==> src/rtl/bayer_pattern_generator_if.sv <==
// rtl/bayer_pattern_generator_if.sv - Bayer video stream bundle (pixel, line/frame framing, busy); frame_count_out with BAYER_PATTERN_GENERATOR_FRAME_COUNTER_EN
interface bayer_pattern_generator_if;
    logic [9:0]  pixel_data_out;
    logic        line_valid_out;
    logic        frame_valid_out;
    logic        busy_out;
`ifdef BAYER_PATTERN_GENERATOR_FRAME_COUNTER_EN
    logic [15:0] frame_count_out;

    modport master (
        output pixel_data_out,
        output line_valid_out,
        output frame_valid_out,
        output busy_out,
        output frame_count_out
    );

    modport slave (
        input pixel_data_out,
        input line_valid_out,
        input frame_valid_out,
        input busy_out,
        input frame_count_out
    );
`else
    modport master (
        output pixel_data_out,
        output line_valid_out,
        output frame_valid_out,
        output busy_out
    );

    modport slave (
        input pixel_data_out,
        input line_valid_out,
        input frame_valid_out,
        input busy_out
    );
`endif
endinterface

==> src/rtl/bayer_pattern_generator.sv <==
// rtl/bayer_pattern_generator.sv - RAW10 Bayer test-pattern transmitter; optional frame counter via BAYER_PATTERN_GENERATOR_FRAME_COUNTER_EN
module bayer_pattern_generator #(
    parameter int IMAGE_WIDTH  = 728,
    parameter int IMAGE_HEIGHT = 728,
    parameter int BAR_WIDTH    = 91,
    parameter int H_BLANK      = 32,
    parameter int FRONT_PORCH  = 8,
    parameter int BACK_PORCH   = 8,
    parameter int V_BLANK      = 64
) (
    input  logic       pixel_clock_in,
    input  logic       reset_in,
    input  logic       enable_in,
    input  logic [1:0] pattern_select_in,
    input  logic [9:0] solid_red_in,
    input  logic [9:0] solid_green_in,
    input  logic [9:0] solid_blue_in,
    bayer_pattern_generator_if.master video
);

    // One shared phase counter serves every state; it doubles as x in LINE.
    // Its width covers the longest phase and always at least 11 bits of x.
    localparam int M_A     = (IMAGE_WIDTH > H_BLANK) ? IMAGE_WIDTH : H_BLANK;
    localparam int M_B     = (FRONT_PORCH > BACK_PORCH) ? FRONT_PORCH : BACK_PORCH;
    localparam int M_C     = (V_BLANK > 2048) ? V_BLANK : 2048;
    localparam int M_AB    = (M_A > M_B) ? M_A : M_B;
    localparam int MAX_LEN = (M_AB > M_C) ? M_AB : M_C;
    localparam int CNT_W   = $clog2(MAX_LEN + 1);
    localparam int Y_W     = 11;
    localparam int BAR_W   = $clog2(BAR_WIDTH + 1);

    localparam logic [CNT_W-1:0] W_LAST  = CNT_W'(IMAGE_WIDTH - 1);
    localparam logic [CNT_W-1:0] HB_LAST = CNT_W'(H_BLANK - 1);
    localparam logic [CNT_W-1:0] FP_LAST = CNT_W'(FRONT_PORCH - 1);
    localparam logic [CNT_W-1:0] BP_LAST = CNT_W'(BACK_PORCH - 1);
    localparam logic [CNT_W-1:0] VB_LAST = CNT_W'(V_BLANK - 1);
    localparam logic [Y_W-1:0]   H_LAST  = Y_W'(IMAGE_HEIGHT - 1);
    localparam logic [BAR_W-1:0] B_LAST  = BAR_W'(BAR_WIDTH - 1);

    typedef enum logic [2:0] {
        S_IDLE,
        S_FRONT,
        S_LINE,
        S_HBLANK,
        S_BACK,
        S_VBLANK
    } state_t;

    state_t           state_q, state_d;
    logic [CNT_W-1:0] cnt_q, cnt_d;
    logic [Y_W-1:0]   y_q, y_d;
    logic [BAR_W-1:0] bar_sub_q, bar_sub_d;
    logic [2:0]       bar_idx_q, bar_idx_d;
    logic             load_cfg;

    logic [1:0]       pattern_q;
    logic [9:0]       red_q, green_q, blue_q;

    logic [2:0]       bar_rgb;
    logic [9:0]       ch_r, ch_g, ch_b;
    logic [9:0]       pixel_d;
    logic             frame_valid_d;
    logic             line_valid_d;
    logic             busy_d;

`ifdef BAYER_PATTERN_GENERATOR_FRAME_COUNTER_EN
    logic [15:0]      frame_count_q;
`endif

    // State register.
    always_ff @(posedge pixel_clock_in) begin
        if (reset_in) begin
            state_q <= S_IDLE;
        end else begin
            state_q <= state_d;
        end
    end

    // Next state and next counter values; the outputs below are registered
    // from these so pixel data and framing line up with the same x,y.
    always_comb begin
        state_d   = state_q;
        cnt_d     = cnt_q + CNT_W'(1);
        y_d       = y_q;
        bar_sub_d = bar_sub_q;
        bar_idx_d = bar_idx_q;
        load_cfg  = 1'b0;
        case (state_q)
            S_IDLE: begin
                cnt_d = '0;
                if (enable_in) begin
                    state_d  = S_FRONT;
                    load_cfg = 1'b1;
                    y_d      = '0;
                end
            end
            S_FRONT: begin
                if (cnt_q == FP_LAST) begin
                    state_d   = S_LINE;
                    cnt_d     = '0;
                    bar_sub_d = '0;
                    bar_idx_d = '0;
                end
            end
            S_LINE: begin
                // Bar index steps once per BAR_WIDTH pixels and sticks at 7,
                // so the last bar absorbs any remainder of the line.
                if (bar_sub_q == B_LAST) begin
                    bar_sub_d = '0;
                    if (bar_idx_q != 3'd7) begin
                        bar_idx_d = bar_idx_q + 3'd1;
                    end
                end else begin
                    bar_sub_d = bar_sub_q + BAR_W'(1);
                end
                if (cnt_q == W_LAST) begin
                    cnt_d = '0;
                    if (y_q == H_LAST) begin
                        state_d = S_BACK;
                    end else begin
                        state_d = S_HBLANK;
                        y_d     = y_q + Y_W'(1);
                    end
                end
            end
            S_HBLANK: begin
                if (cnt_q == HB_LAST) begin
                    state_d   = S_LINE;
                    cnt_d     = '0;
                    bar_sub_d = '0;
                    bar_idx_d = '0;
                end
            end
            S_BACK: begin
                if (cnt_q == BP_LAST) begin
                    state_d = S_VBLANK;
                    cnt_d   = '0;
                end
            end
            S_VBLANK: begin
                if (cnt_q == VB_LAST) begin
                    cnt_d = '0;
                    if (enable_in) begin
                        state_d  = S_FRONT;
                        load_cfg = 1'b1;
                        y_d      = '0;
                    end else begin
                        state_d = S_IDLE;
                    end
                end
            end
            default: begin
                state_d = S_IDLE;
                cnt_d   = '0;
            end
        endcase
    end

    // Position counters.
    always_ff @(posedge pixel_clock_in) begin
        if (reset_in) begin
            cnt_q     <= '0;
            y_q       <= '0;
            bar_sub_q <= '0;
            bar_idx_q <= '0;
        end else begin
            cnt_q     <= cnt_d;
            y_q       <= y_d;
            bar_sub_q <= bar_sub_d;
            bar_idx_q <= bar_idx_d;
        end
    end

    // Pattern configuration is captured only at frame start so a frame is
    // never a mix of two patterns.
    always_ff @(posedge pixel_clock_in) begin
        if (reset_in) begin
            pattern_q <= 2'd0;
            red_q     <= '0;
            green_q   <= '0;
            blue_q    <= '0;
        end else if (load_cfg) begin
            pattern_q <= pattern_select_in;
            red_q     <= solid_red_in;
            green_q   <= solid_green_in;
            blue_q    <= solid_blue_in;
        end
    end

    // Colour bar table, order white..black, bits are {R,G,B}.
    always_comb begin
        bar_rgb = 3'b000;
        case (bar_idx_d)
            3'd0:    bar_rgb = 3'b111;
            3'd1:    bar_rgb = 3'b110;
            3'd2:    bar_rgb = 3'b011;
            3'd3:    bar_rgb = 3'b010;
            3'd4:    bar_rgb = 3'b101;
            3'd5:    bar_rgb = 3'b100;
            3'd6:    bar_rgb = 3'b001;
            default: bar_rgb = 3'b000;
        endcase
    end

    // Per-channel pattern value, then the Bayer mosaic picks one channel.
    always_comb begin
        ch_r    = '0;
        ch_g    = '0;
        ch_b    = '0;
        pixel_d = '0;
        case (pattern_q)
            2'd0: begin
                ch_r = {10{bar_rgb[2]}};
                ch_g = {10{bar_rgb[1]}};
                ch_b = {10{bar_rgb[0]}};
            end
            2'd1: begin
                ch_r = red_q;
                ch_g = green_q;
                ch_b = blue_q;
            end
            2'd2: begin
                ch_r = cnt_d[9:0];
                ch_g = cnt_d[9:0];
                ch_b = cnt_d[9:0];
            end
            default: begin
                ch_r = {10{cnt_d[4] ^ y_d[4]}};
                ch_g = {10{cnt_d[4] ^ y_d[4]}};
                ch_b = {10{cnt_d[4] ^ y_d[4]}};
            end
        endcase
        if (state_d == S_LINE) begin
            case ({y_d[0], cnt_d[0]})
                2'b00:   pixel_d = ch_b;
                2'b01:   pixel_d = ch_g;
                2'b10:   pixel_d = ch_g;
                default: pixel_d = ch_r;
            endcase
`ifdef BAYER_PATTERN_GENERATOR_FRAME_COUNTER_EN
            // Stamp the frame number into the first pixel of each frame.
            if ((cnt_d == '0) && (y_d == '0)) begin
                pixel_d = frame_count_q[9:0];
            end
`endif
        end
    end

    // Framing flags derived from the state being entered.
    always_comb begin
        line_valid_d  = (state_d == S_LINE);
        frame_valid_d = (state_d == S_FRONT) || (state_d == S_LINE) ||
                        (state_d == S_HBLANK) || (state_d == S_BACK);
        busy_d        = (state_d != S_IDLE);
    end

    // Registered outputs.
    always_ff @(posedge pixel_clock_in) begin
        if (reset_in) begin
            video.pixel_data_out  <= '0;
            video.line_valid_out  <= 1'b0;
            video.frame_valid_out <= 1'b0;
            video.busy_out        <= 1'b0;
        end else begin
            video.pixel_data_out  <= pixel_d;
            video.line_valid_out  <= line_valid_d;
            video.frame_valid_out <= frame_valid_d;
            video.busy_out        <= busy_d;
        end
    end

`ifdef BAYER_PATTERN_GENERATOR_FRAME_COUNTER_EN
    // Count completed frames on the frame_valid falling edge.
    always_ff @(posedge pixel_clock_in) begin
        if (reset_in) begin
            frame_count_q <= '0;
        end else if (video.frame_valid_out && !frame_valid_d) begin
            frame_count_q <= frame_count_q + 16'd1;
        end
    end

    assign video.frame_count_out = frame_count_q;
`endif

endmodule

==> src/flat_wrapper.sv <==
// flat-port wrapper written by rule: the top's interface ports become plain ports
module bayer_pattern_generator_flat 
#(
    parameter int IMAGE_WIDTH  = 728,
    parameter int IMAGE_HEIGHT = 728,
    parameter int BAR_WIDTH    = 91,
    parameter int H_BLANK      = 32,
    parameter int FRONT_PORCH  = 8,
    parameter int BACK_PORCH   = 8,
    parameter int V_BLANK      = 64
)
  (pixel_clock_in, reset_in, enable_in, pattern_select_in, solid_red_in, solid_green_in, solid_blue_in, video_pixel_data_out, video_line_valid_out, video_frame_valid_out, video_busy_out);
  bayer_pattern_generator_if video_i ();
  input  logic pixel_clock_in;
  input  logic reset_in;
  input  logic enable_in;
  input  logic [1:0] pattern_select_in;
  input  logic [9:0] solid_red_in;
  input  logic [9:0] solid_green_in;
  input  logic [9:0] solid_blue_in;
  output wire logic [$bits(video_i.pixel_data_out)-1:0] video_pixel_data_out;
  output wire logic [$bits(video_i.line_valid_out)-1:0] video_line_valid_out;
  output wire logic [$bits(video_i.frame_valid_out)-1:0] video_frame_valid_out;
  output wire logic [$bits(video_i.busy_out)-1:0] video_busy_out;
  assign video_pixel_data_out = video_i.pixel_data_out;
  assign video_line_valid_out = video_i.line_valid_out;
  assign video_frame_valid_out = video_i.frame_valid_out;
  assign video_busy_out = video_i.busy_out;
  bayer_pattern_generator #(.IMAGE_WIDTH(IMAGE_WIDTH), .IMAGE_HEIGHT(IMAGE_HEIGHT), .BAR_WIDTH(BAR_WIDTH), .H_BLANK(H_BLANK), .FRONT_PORCH(FRONT_PORCH), .BACK_PORCH(BACK_PORCH), .V_BLANK(V_BLANK)) u_core (.pixel_clock_in(pixel_clock_in), .reset_in(reset_in), .enable_in(enable_in), .pattern_select_in(pattern_select_in), .solid_red_in(solid_red_in), .solid_green_in(solid_green_in), .solid_blue_in(solid_blue_in), .video(video_i));
endmodule
==> config.mk <==
export PLATFORM = sky130hd
export DESIGN_NAME = bayer_pattern_generator_flat
export DESIGN_NICKNAME = d
export VERILOG_FILES = /design/src/rtl/bayer_pattern_generator_if.sv /design/src/rtl/bayer_pattern_generator.sv /design/src/flat_wrapper.sv
export SDC_FILE = /design/constraint.sdc
export NUM_CORES = 1
export LEC_CHECK = 0
export BUFFER_PORTS_ARGS = -buffer_cell sky130_fd_sc_hd__buf_2
export CORE_MARGIN = 2
export CORE_UTILIZATION = 60
export DETAILED_ROUTE_END_ITERATION = 6
export HOLD_SLACK_MARGIN = 0.15
export MAX_ROUTING_LAYER = met4
export PLACE_DENSITY = 0.82
export SKIP_LAST_GASP = 1
export SYNTH_ARGS = -nofsm -noshare
export SYNTH_HDL_FRONTEND = slang
export SYNTH_SLANG_ARGS = --single-unit
==> constraint.sdc <==
create_clock -name pixel_clock_in -period 8.3 [get_ports pixel_clock_in]
set_clock_uncertainty 0.05 [all_clocks]
set_input_delay 1.66 -clock pixel_clock_in [delete_from_list [all_inputs] [get_ports pixel_clock_in]]
set_output_delay 1.66 -clock pixel_clock_in [all_outputs]
set_load 0.03 [all_outputs]
==> key figures, run 1 <==
Power
  – Power, Total: 0.802 mW
  – Clk pwr share: 0.390
  – Pwr dens: 176 nW/µm²
  – Pint: ~0.6 mW
  – Sw power: 0.205 mW
  – Sequential Power Share: 0.514
  – VDD IR max: 0.000114 V
  – Switch share: 0.255
  – Logic pwr share: 0.096
  – Leak Pwr: 1.74 nW

STA
  – Slew headroom: 0.193
  – Worst hold slack: ~0.41 ns
  – Setup_tns: 0 ns
  – RSZ-0062 raised after global routing: no
  – Setup violations, final: 0
  – Pins Over Slew Limit: 0
  – Hold Violations, Final: 0
  – Top achievable clock speed: around 230 MHz
  – Slew @ Worst Pin: between 1 and 1.5 ns
  – Fin crit share: 0.517
  – Post-route minimum period: around 4.3 ns

Placed design
  – Placement Cell Area: 4350 µm²
  – Gpl congestion: 0.981
  – Buffers on Ports: 47
  – Dpl cells: 617
  – HPWL after DPL: just over 7000 µm

CTS
  – Post-CTS setup repair buffer count: 0
  – Root Driver: clkbuf_8
  – Clock latency at the later pin of the worst-skew pair: 0.36 ns
  – Post-CTS sizing: 0
  – Cts bufs inserted: 9
  – CTS tree: yes
  – H-Tree Depth: 3
  – Hold_buf cts: 0
  – Clk pin slew, worst setup/hold paths: 0.09 ns
  – CTS Sinks: just over 80
  – CTS Buffer Depth: 2

Finish
  – Area grow syn2layout: 9.54%
  – Fillcell total: 575
  – # diodes: 0
  – FF+latch area: roughly 1600 µm²
  – Most common library cell in the layout ignoring fill and taps: nand2_1
  – Post-route cell area: roughly 4600 µm²
  – Commonest cells after routing, fill and taps aside: nand2_1, dfxtp_1, a21oi_1
  – Final std cells w/o fill: approximately 630
  – Final #Nets: slightly below 600
  – Multi-input gate area: 2340 µm²
  – Share of layout cells above drive strength 1: 0.149

Run status
  – Status: complete, no violations

Synth
  – Mapped Nets: ~570
  – Register area share after synthesis: 0.390
  – Post-synth top flop: dfxtp_1
  – Ys Warns: 0
  – Syn_area_per_cell: 7.92 µm²
  – Synth unique cells: 62
  – Post-synth EDFFs: 0
  – Syn Inst Count: approximately 530
  – Synth Cell Area: ~4200 µm²
  – Post-synth ARST share: 0
  – Yosys reg bits: ~80

Worst hold path
  – Hold Path Class: reg -> reg

Detailed routing
  – Wire per inst: between 15 and 20 µm
  – Residual DRC: 0
  – Final ANT Viol Nets: 0
  – DRT iter0 DRCs: 410
  – TritonRoute pass-1 iters: 5
  – Routed vias/inst: around 6.2
  – Via Count: around 3900
  – Post-Route WL: 10200 µm

Worst setup path
  – Slowest-stage cell, CP: a221oi_2
  – Startpoint types: input pin
  – Worst-path cell chain: buf_2, nand2b_1, a21oi_1, a21o_2, nand2_1, mux2i_1, inv_1, ha_1, inv_1, a221oi_2, a22oi_1, a211oi_1, a21oi_1
  – Worst path required time: between 8 and 9 ns
  – Type of the worst setup path: in -> reg
  – Critical Path Fanout Max: 15
  – Crit path capture type: flip-flop
  – Crit path DAT: around 4.5 ns
  – CP peak stage delay: approximately 0.74 ns

Job
  – Max cap viols: 0

Global route
  – Global-route wire length before repair: approximately 17000 µm
  – GRT Total Usage: 0.285
  – Pin count of the biggest net entering global routing: 53
  – Global route overflow: 0
  – Initial antenna violation count: 0
  – Vias in the first global route: 3588

Die
  – Cell row count: 30
  – Core Box Area: 6760 µm²
  – Io pins: 48
  – Die width: about 87 µm
  – Die extent in y: just under 90 µm
  – Die area: about 7600 µm²
  – Initial Utilization: 0.615
-- critical path, delay by kind of cell --
kind / cells / cell delay (ns)
buffers and inverters: 3 / 0.28
AND/OR/NAND/NOR: 2 / 0.43
multiplexers: 1 / 0.19
AO/OA/AOI/OAI: 6 / 1.68
adder cells (fa/ha/maj): 1 / 0.25
-- through the flow --
stage	utilization	setup WS [ns]
floorplan	-	4.61
global placement	0.643	3.87
detailed placement	0.643	3.73
CTS	0.674	4.11
global route	0.674	3.77
finish	0.674	4.01
-- power groups by stage --
| stage | sequential [mW] | clock, mW | combinational, mW |
|---|---|---|---|
| 2_1_floorplan | 0.416 | 0 | 0.0581 |
| 3_3_place_gp | 0.420 | 0 | 0.0739 |
| 3_5_place_dp | 0.421 | 0 | 0.0761 |
| 4_1_cts | 0.412 | 0.314 | 0.0764 |
| 5_1_grt | 0.414 | 0.332 | 0.0852 |
| 6_report | 0.412 | 0.313 | 0.0771 |
-- path summary, 6_finish.rpt --
path              slack, ns  cells past startpoint                        endpoint       startpoint
setup / recovery       4.01                     13  u_core.video.pixel_data_out[2]        enable_in
setup reg to reg       4.25                     13  u_core.video.pixel_data_out[2]    u_core.y_q[0]
hold / removal         0.41                      2                 u_core.red_q[5]  u_core.red_q[5]
hold reg to reg        0.41                      2                 u_core.red_q[5]  u_core.red_q[5]
-- flip-flops by register name, summed over array words and instances, names as in the netlist --
signal and flops:
u_core.video.line_valid_out 1, u_core.video.busy_out 1, u_core.bar_idx_q 3, u_core.video.frame_valid_out 1, u_core.cnt_q 12, u_core.red_q 10, u_core.green_q 10, u_core.y_q 11
u_core.video.pixel_data_out 10, u_core.pattern_q 2, u_core.state_q 3, u_core.bar_sub_q 7, u_core.blue_q 10
-- synthesized netlist by cell type (all sizes together) (5+ instances only) --
| cell type | count | area [µm²] |
|---|---|---|
| nand4 | 6 | 37.5 |
| and3 | 13 | 86.3 |
| ha | 7 | 87.6 |
| inv | 13 | 48.8 |
| nand3b | 6 | 45.0 |
| o211ai | 8 | 60.1 |
| or3 | 6 | 37.5 |
| and2 | 6 | 37.5 |
| a21oi | 56 | 284 |
| nor3 | 6 | 30.0 |
| nand2 | 102 | 383 |
| a22oi | 8 | 60.1 |
| xor2 | 10 | 87.6 |
| nor4 | 5 | 31.3 |
| buf | 12 | 73.8 |
| o21bai | 5 | 37.5 |
| nor2b | 7 | 43.8 |
| clkbuf | 23 | 86.3 |
| or2 | 5 | 31.3 |
| a31oi | 6 | 52.6 |
| nand3 | 18 | 90.1 |
| dfxtp | 81 | 1620 |
| a221o | 5 | 50.1 |
| a211oi | 9 | 85.1 |
| nor2 | 38 | 143 |
| xnor2 | 7 | 61.3 |
| o21ai | 19 | 98.9 |
-- metal layers --
metal  global-route usage  vias to the layer above  part of all wire
met3               0.0616                       34             0.069
met1                0.379                     1786              0.44
li1                     -                     1904                 -
met2                0.419                      177              0.46
met5                    -                        -                 0
met4                0.119                        0             0.026
-- cell type report --
| type | instances | area share |
|---|---|---|
| multi-input cells | 396 | 0.514 |
| flip-flops and latches | 81 | 0.356 |
| repair buffers | 47 | 0.0516 |
| clock buffers | 10 | 0.0280 |
| well taps | 80 | 0.0220 |
| clock inverters | 5 | 0.0179 |
| inverters | 13 | 0.0107 |
-- cells by family (layout without fill, tap and decap cells) --
| group | after synthesis | in the layout | synth area share |
|---|---|---|---|
| simple gates | 229 | 229 | 0.263 |
| compound gates | 141 | 141 | 0.235 |
| flops | 81 | 81 | 0.390 |
| buf+inv | 48 | 75 | 0.0503 |
| xor+xnor | 17 | 17 | 0.0358 |
| fa+ha+maj | 7 | 7 | 0.0211 |
| mux | 2 | 2 | 0.00482 |
No activity file was read; power rests on OpenSTA's default activity.
==> run 2: changes to the inputs <==
- ABC_AREA: not set -> 1
- CORE_UTILIZATION: 60 -> 53
- PLACE_DENSITY: 0.82 -> 0.76
- clock period: 8.3 -> 3.5 ns (I/O delays scaled with it)
==> key figures, run 2 <==
Worst setup path
  – Slowest-stage cell, CP: ha_1 (was a221oi_2)
  – Type of the worst setup path: reg -> reg (was in -> reg)
  – Worst R2R Path Depth: 14 (was 13)
  – Critical Path Source: u_core.y_q[0] (was enable_in)
  – End of the worst register-to-register path: u_core.video.pixel_data_out[9] (was u_core.video.pixel_data_out[2])
  – Startpoint types: flip-flop (was input pin)
  – Worst path required time: 3.69 ns (was 8.49 ns)
  – Worst R2R Start: u_core.y_q[0] (unchanged)
  – Crit path capture type: flip-flop (unchanged)
  – Critical Path Fanout Max: 11 (was 15)
  – Crit path DAT: 3.24 ns (was 4.49 ns)
  – Worst-path cell chain: ha_1, nand2_2, nor2_2, nand2_1, nor3_4, nor2_2, nand2_4, inv_1, o21ai_0, ha_1, nor3_1, nor3_4, nand2_4, a21oi_2 (was buf_2, nand2b_1, a21oi_1, a21o_2, nand2_1, mux2i_1, inv_1, ha_1, inv_1, a221oi_2, a22oi_1, a211oi_1, a21oi_1)
  – CP top delay family: simple AND/OR/NAND/NOR gates (was compound AO/OA/AOI/OAI gates)
  – CP peak stage delay: 0.43 ns (was 0.74 ns)
  – CP bufs+invs: 1 (was 3)
  – Worst R2R Setup Slack: 0.45 ns (was 4.25 ns)

Global route
  – Global-route wire length before repair: 17200 µm (was 16800 µm)
  – Vias in the first global route: 3769 (was 3588)
  – GRT Total Usage: 0.247 (was 0.285)
  – Global route overflow: 0 (unchanged)
  – Initial antenna violation count: 0 (unchanged)
  – Pin count of the biggest net entering global routing: 34 (was 53)

Detailed routing
  – Final ANT Viol Nets: 0 (unchanged)
  – TritonRoute pass-1 iters: 5 (unchanged)
  – Via Count: 4184 (was 3901)
  – Residual DRC: 0 (unchanged)
  – Post-Route WL: 10000 µm (was 10200 µm)
  – DRT iter0 DRCs: 224 (was 410)
  – Routed vias/inst: 5.22 (was 6.17)
  – Wire per inst: 12.5 µm (was 16.2 µm)

Synth
  – Synth area leaders: dfxtp_1, nand2_1, nor2_1 (was dfxtp_1, nand2_1, a21oi_1)
  – Synth Area in Adders: 0.0201 (was 0.0211)
  – Largest family of logic cells by synthesized area: simple AND/OR/NAND/NOR gates (unchanged)
  – Post-synth top area share: 0.373 (was 0.390)
  – Yosys reg bits: 81 (unchanged)
  – Synth Area in XOR/XNOR: 0.00806 (was 0.0358)
  – Post-synth top flop: dfxtp_1 (unchanged)
  – Register area share after synthesis: 0.373 (was 0.390)
  – Synth area leader: dfxtp_1 (unchanged)
  – Synth cell count leaders: nand2_1, nor2_1, dfxtp_1 (was nand2_1, dfxtp_1, a21oi_1)
  – Most common cell in the netlist: nand2_1 (unchanged)
  – Post-synthesis compound-gate area fraction: 0.134 (was 0.235)
  – Mapped Nets: 693 (was 567)
  – Simple-Gate Fraction of Synth Area: 0.382 (was 0.263)
  – Post-synth EDFFs: 0 (unchanged)
  – Mux share of post-synthesis cell area: 0 (was 0.00481)
  – Synth unique cells: 38 (was 62)
  – Syn Inst Count: 651 (was 525)
  – Ys Warns: 0 (unchanged)
  – Post-synth ARST share: 0 (unchanged)
  – Syn_area_per_cell: 6.68 µm² (was 7.92 µm²)
  – Synth Cell Area: 4350 µm² (was 4160 µm²)

Finish
  – Biggest regs: u_core.cnt_q: 12 flops, u_core.y_q: 11 flops (unchanged)
  – Max reg flops: 12 (unchanged)
  – Area grow syn2layout: 11.0% (was 9.54%)
  – Most flops, register: u_core.cnt_q (unchanged)
  – Share of layout cells above drive strength 1: 0.161 (was 0.149)
  – # diodes: 0 (unchanged)
  – Final #Nets: 733 (was 590)
  – Final std cells w/o fill: 801 (was 632)
  – Most common library cell in the layout ignoring fill and taps: nand2_1 (unchanged)
  – Commonest cells after routing, fill and taps aside: nand2_1, nor2_1, dfxtp_1 (was nand2_1, dfxtp_1, a21oi_1)

CTS
  – CTS Sinks: 81 (unchanged)
  – Clk pin slew, worst setup/hold paths: 0.09 ns (about the same)
  – Post-CTS setup repair buffer count: 0 (unchanged)
  – Post-CTS sizing: 0 (unchanged)
  – H-Tree Depth: 3 (unchanged)
  – CTS Buffer Depth: 2 (unchanged)
  – Cts bufs inserted: 9 (unchanged)
  – Clock latency at the later pin of the worst-skew pair: 0.36 ns (about the same)
  – CTS tree: yes (unchanged)
  – Hold_buf cts: 0 (unchanged)
  – Root Driver: clkbuf_8 (unchanged)

Die
  – Die width: 94.6 µm (was 87.2 µm)
  – Die extent in y: 94.6 µm (was 87.2 µm)
  – Core Box Area: 8090 µm² (was 6760 µm²)
  – Io pins: 48 (unchanged)
  – Cell row count: 33 (was 30)
  – Die area: 8940 µm² (was 7610 µm²)
  – Initial Utilization: 0.537 (was 0.615)

Worst hold path
  – Hold Path Class: reg -> reg (unchanged)
  – Hold Path Origin: u_core.bar_sub_q[0] (was u_core.red_q[5])
  – Hold Path End: u_core.bar_sub_q[0] (was u_core.red_q[5])
  – Worst hold stages: 2 (unchanged)

STA
  – RSZ-0062 raised after global routing: no (unchanged)
  – Slew headroom: 0.487 (was 0.193)
  – Slew @ Worst Pin: 0.769 ns (was 1.21 ns)
  – Top achievable clock speed: 328 MHz
  – Post-route minimum period: 3.05 ns
  – Fin crit share: 0.871
  – Setup_tns: 0 ns (unchanged)
  – Pins Over Slew Limit: 0 (unchanged)
  – Setup violations, final: 0 (unchanged)
  – Hold Violations, Final: 0 (unchanged)

Power
  – Leak Pwr: 2.14 nW (was 1.74 nW)
  – VDD IR max: 0.000330 V (was 0.000114 V)
  – Pwr dens: 404 nW/µm² (was 176 nW/µm²)

Placed design
  – Gpl congestion: 0.934 (was 0.981)
  – Dpl cells: 785 (was 617)
  – HPWL after DPL: 7630 µm (was 7130 µm)
  – Buffers on Ports: 47 (unchanged)

Job
  – Max cap viols: 0 (unchanged)

Run status
  – Status: complete, no violations (unchanged)
run 2: routing by layer:
metal | up-vias | global-route usage | share of wire
met5 | - | - | 0
met4 | 0 | 0.0568 | 0.012
met3 | 13 | 0.0423 | 0.035
met2 | 81 | 0.385 | 0.45
met1 | 1904 | 0.337 | 0.51
li1 | 2186 | - | -
run 2: where the power goes:
group	leakage (nW)	internal, mW	switching (mW)
sequential	0.661	0.959	0.0255
clock	0.0929	0.333	0.363
combinational	1.39	0.0857	0.182
run 2: layout make-up:
cell class	count	area, µm²
clock inverters	6	67.6
flip-flops and latches	81	1620
fillers	801	3270
multi-input cells	481	2370
repair buffers	50	258
inverters	68	255
clock buffers	10	128
well taps	105	131
run 2: worst reg2reg max path, stage by stage, from the launching register on:
cell and delay [ns]:
dfxtp_1 0.38, ha_1 0.20, nand2_2 0.08, nor2_2 0.08
nand2_1 0.08, nor3_4 0.22, nor2_2 0.07, nand2_4 0.12
inv_1 0.13, o21ai_0 0.42, ha_1 0.43, nor3_1 0.35
nor3_4 0.09, nand2_4 0.18, a21oi_2 0.05
run 2: cells by family after synthesis:
logic type | after synthesis
AO/OA/AOI/OAI | 99
buffers and inverters | 89
AND/OR/NAND/NOR | 371
XOR/XNOR | 4
flip-flops | 81
adder cells (fa/ha/maj) | 7
run 2: worst max-delay path by stage:
stage / endpoint / depth (start not counted)
2_1_floorplan: u_core.video.pixel_data_out[8] / 14
4_1_cts: u_core.video.pixel_data_out[9] / 14
3_5_place_dp: u_core.video.pixel_data_out[9] / 14
5_1_grt: u_core.video.pixel_data_out[7] / 16
6_report: u_core.video.pixel_data_out[9] / 14
3_3_place_gp: u_core.video.pixel_data_out[8] / 14
run 2: per-stage QoR:
stage / total power, mW / setup slack [ns] / cell area (µm²) / hold slack [ns] / utilization
3_5_place_dp: 1.27 / 0.425 / 4630 / 0.428 / 0.572
6_report: 1.95 / 0.453 / 4830 / 0.442 / 0.596
4_1_cts: 1.96 / 0.404 / 4830 / 0.441 / 0.596
3_3_place_gp: 1.26 / 0.569 / 4630 / 0.415 / 0.572
2_1_floorplan: 1.20 / 1.00 / 4350 / 0.405 / -
5_1_grt: 2.04 / 0.172 / 4830 / 0.461 / 0.596
==> run 3: changes to the inputs <==
- REMOVE_ABC_BUFFERS: not set -> 1
==> key figures, run 3 (synthesis results as in run 2) <==
Die
  – Initial Utilization: 0.537 (unchanged)
  – Cell row count: 33 (unchanged)
  – Die extent in y: 94.6 µm (unchanged)
  – Io pins: 48 (unchanged)
  – Core Box Area: 8090 µm² (unchanged)
  – Die width: 94.6 µm (unchanged)
  – Die area: 8940 µm² (unchanged)

Worst setup path
  – CP peak stage delay: 0.47 ns (was 0.43 ns)
  – Slowest-stage cell, CP: o21ai_0 (was ha_1)
  – Worst-path cell chain: ha_1, nand2_2, nor2_2, nand2_1, nor3_4, nor2_2, nand2_4, inv_1, o21ai_0, ha_1, nor3_1, nor3_4, nand2_4, a21oi_2 (unchanged)
  – Critical Path End: u_core.video.pixel_data_out[6] (was u_core.video.pixel_data_out[9])
  – Crit path capture type: flip-flop (unchanged)
  – Worst R2R Setup Slack: 0.32 ns (was 0.45 ns)
  – CP bufs+invs: 1 (unchanged)
  – Crit. path cell count: 14 (unchanged)
  – CP top delay family: simple AND/OR/NAND/NOR gates (unchanged)
  – Worst path required time: 3.69 ns (about the same)
  – Type of the worst setup path: reg -> reg (unchanged)
  – End of the worst register-to-register path: u_core.video.pixel_data_out[6] (was u_core.video.pixel_data_out[9])
  – Critical Path Source: u_core.y_q[0] (unchanged)
  – Worst R2R Start: u_core.y_q[0] (unchanged)
  – Worst R2R Path Depth: 14 (unchanged)
  – Critical Path Fanout Max: 11 (unchanged)
  – Crit path DAT: 3.37 ns (was 3.24 ns)
  – Startpoint types: flip-flop (unchanged)

Detailed routing
  – Met1 wire length: 4680 µm (was 5080 µm)
  – Via Count: 4156 (was 4184)
  – Final ANT Viol Nets: 0 (unchanged)
  – Total length of routed met2 wires: 4800 µm (was 4460 µm)
  – Wire per inst: 12.5 µm (about the same)
  – TritonRoute pass-1 iters: 6 (was 5)
  – Post-Route WL: 10000 µm (about the same)
  – Met3 wire length: 346 µm (was 355 µm)
  – DR top layer: met4 (unchanged)
  – Routed vias/inst: 5.19 (was 5.22)
  – DRT iter0 DRCs: 191 (was 224)
  – Residual DRC: 0 (unchanged)

Power
  – Clk pwr share: 0.388 (was 0.357)
  – Sw power: 0.555 mW (was 0.571 mW)
  – Sequential Power Share: 0.485 (was 0.505)
  – Power, Total: 2.02 mW (was 1.95 mW)
  – VDD IR max: 0.000249 V (was 0.000330 V)
  – Leak Pwr: 2.17 nW (was 2.14 nW)
  – Switch share: 0.274 (was 0.293)
  – Logic pwr share: 0.127 (was 0.137)
  – Pwr dens: 416 nW/µm² (was 404 nW/µm²)
  – Pint: 1.47 mW (was 1.38 mW)

Placed design
  – Gpl congestion: 0.905 (was 0.934)
  – Buffers on Ports: 47 (unchanged)
  – HPWL after DPL: 7590 µm (was 7630 µm)
  – Pre-CTS WS: 0.405 ns (was 0.425 ns)
  – Placement Cell Area: 4630 µm² (unchanged)

CTS
  – CTS Buffer Depth: 2 (unchanged)
  – CTS Sinks: 81 (unchanged)
  – Hold_buf cts: 0 (unchanged)
  – H-Tree Depth: 3 (unchanged)
  – CTS tree: yes (unchanged)
  – Clk pin slew, worst setup/hold paths: 0.08 ns (was 0.09 ns)
  – Root Driver: clkbuf_8 (unchanged)
  – Post-CTS sizing: 0 (unchanged)
  – Clock latency at the later pin of the worst-skew pair: 0.35 ns (was 0.36 ns)
  – Post-CTS setup repair buffer count: 0 (unchanged)
  – Cts bufs inserted: 9 (unchanged)

STA
  – Setup ws final: 0.323 ns (was 0.453 ns)
  – Setup violations, final: 0 (unchanged)
  – Hold Violations, Final: 0 (unchanged)
  – RSZ-0062 raised after global routing: no (unchanged)
  – Fin crit share: 0.908 (was 0.871)
  – Pins Over Slew Limit: 0 (unchanged)
  – Top achievable clock speed: 315 MHz (was 328 MHz)
  – Slew @ Worst Pin: 0.772 ns (was 0.769 ns)
  – Slew headroom: 0.485 (was 0.487)
  – Setup_tns: 0 ns (unchanged)
  – Post-route minimum period: 3.18 ns (was 3.05 ns)
  – Worst hold slack: 0.435 ns (was 0.442 ns)

Finish
  – Commonest cells after routing, fill and taps aside: nand2_1, nor2_1, dfxtp_1 (unchanged)
  – Most common library cell in the layout ignoring fill and taps: nand2_1 (unchanged)
  – Post-route cell area: 4860 µm² (was 4830 µm²)
  – Max reg flops: 12 (unchanged)
  – Area grow syn2layout: 11.8% (was 11.0%)
  – Final #Nets: 733 (unchanged)
  – Share of layout cells above drive strength 1: 0.162 (was 0.161)
  – Most flops, register: u_core.cnt_q (unchanged)
  – Biggest regs: u_core.cnt_q: 12 flops, u_core.y_q: 11 flops (unchanged)
  – # diodes: 0 (unchanged)

Worst hold path
  – Hold Path Class: reg -> reg (unchanged)
  – Hold Path Origin: u_core.blue_q[8] (was u_core.bar_sub_q[0])
  – Worst hold stages: 2 (unchanged)

Global route
  – Global route overflow: 0 (unchanged)
  – GRT Total Usage: 0.245 (was 0.247)
  – Vias in the first global route: 3785 (was 3769)
  – Initial antenna violation count: 0 (unchanged)
  – Pin count of the biggest net entering global routing: 34 (unchanged)
  – Global-route wire length before repair: 17000 µm (was 17200 µm)

Job
  – Max cap viols: 0 (unchanged)

Run status
  – Status: complete, no violations (unchanged)
[run 3: layer usage]
metal  vias to the layer above  global-route usage
met5                         -                   -
met4                         0              0.0930
met3                        17              0.0303
met2                        87               0.408
met1                      1869               0.303
li1                       2183                   -
[run 3: how the worst min path moves through the flow]
stage / endpoint / slack [ns]
global placement: u_core.blue_q[8] / 0.41
finish: u_core.blue_q[8] / 0.43
detailed placement: u_core.green_q[2] / 0.42
floorplan: u_core.bar_sub_q[0] / 0.40
global route: u_core.green_q[7] / 0.46
CTS: u_core.green_q[2] / 0.44
[run 3: stage by stage]
| stage | utilization | instances |
|---|---|---|
| 6_report | 0.601 | 801 |
| 3_5_place_dp | 0.572 | 785 |
| 5_1_grt | 0.601 | 801 |
| 2_1_floorplan | - | 630 |
| 4_1_cts | 0.601 | 801 |
| 3_3_place_gp | 0.572 | 785 |
[run 3: worst min-delay path, cell delays in order (launching register included)]
cell and delay, ns:
dfxtp_1 0.33, nor2_1 0.05, nor2_1 0.08
[run 3: cell type report]
cell class                      instances  area [µm²]
Fill cell                             822        3230
Multi-Input combinational cell        481        2370
Sequential cell                        81        1620
Timing Repair Buffer                   50         258
Inverter                               68         255
Clock buffer                           10         138
Tap cell                              105         131
Clock inverter                          6        91.3
[run 3: power groups by stage]
| stage | combinational [mW] | clock (mW) | sequential [mW] |
|---|---|---|---|
| 3_3_place_gp | 0.253 | 0 | 1.00 |
| 2_1_floorplan | 0.180 | 0 | 1.00 |
| 4_1_cts | 0.258 | 0.795 | 0.982 |
| 6_report | 0.257 | 0.785 | 0.982 |
| 5_1_grt | 0.298 | 0.840 | 0.987 |
| 3_5_place_dp | 0.256 | 0 | 1.00 |
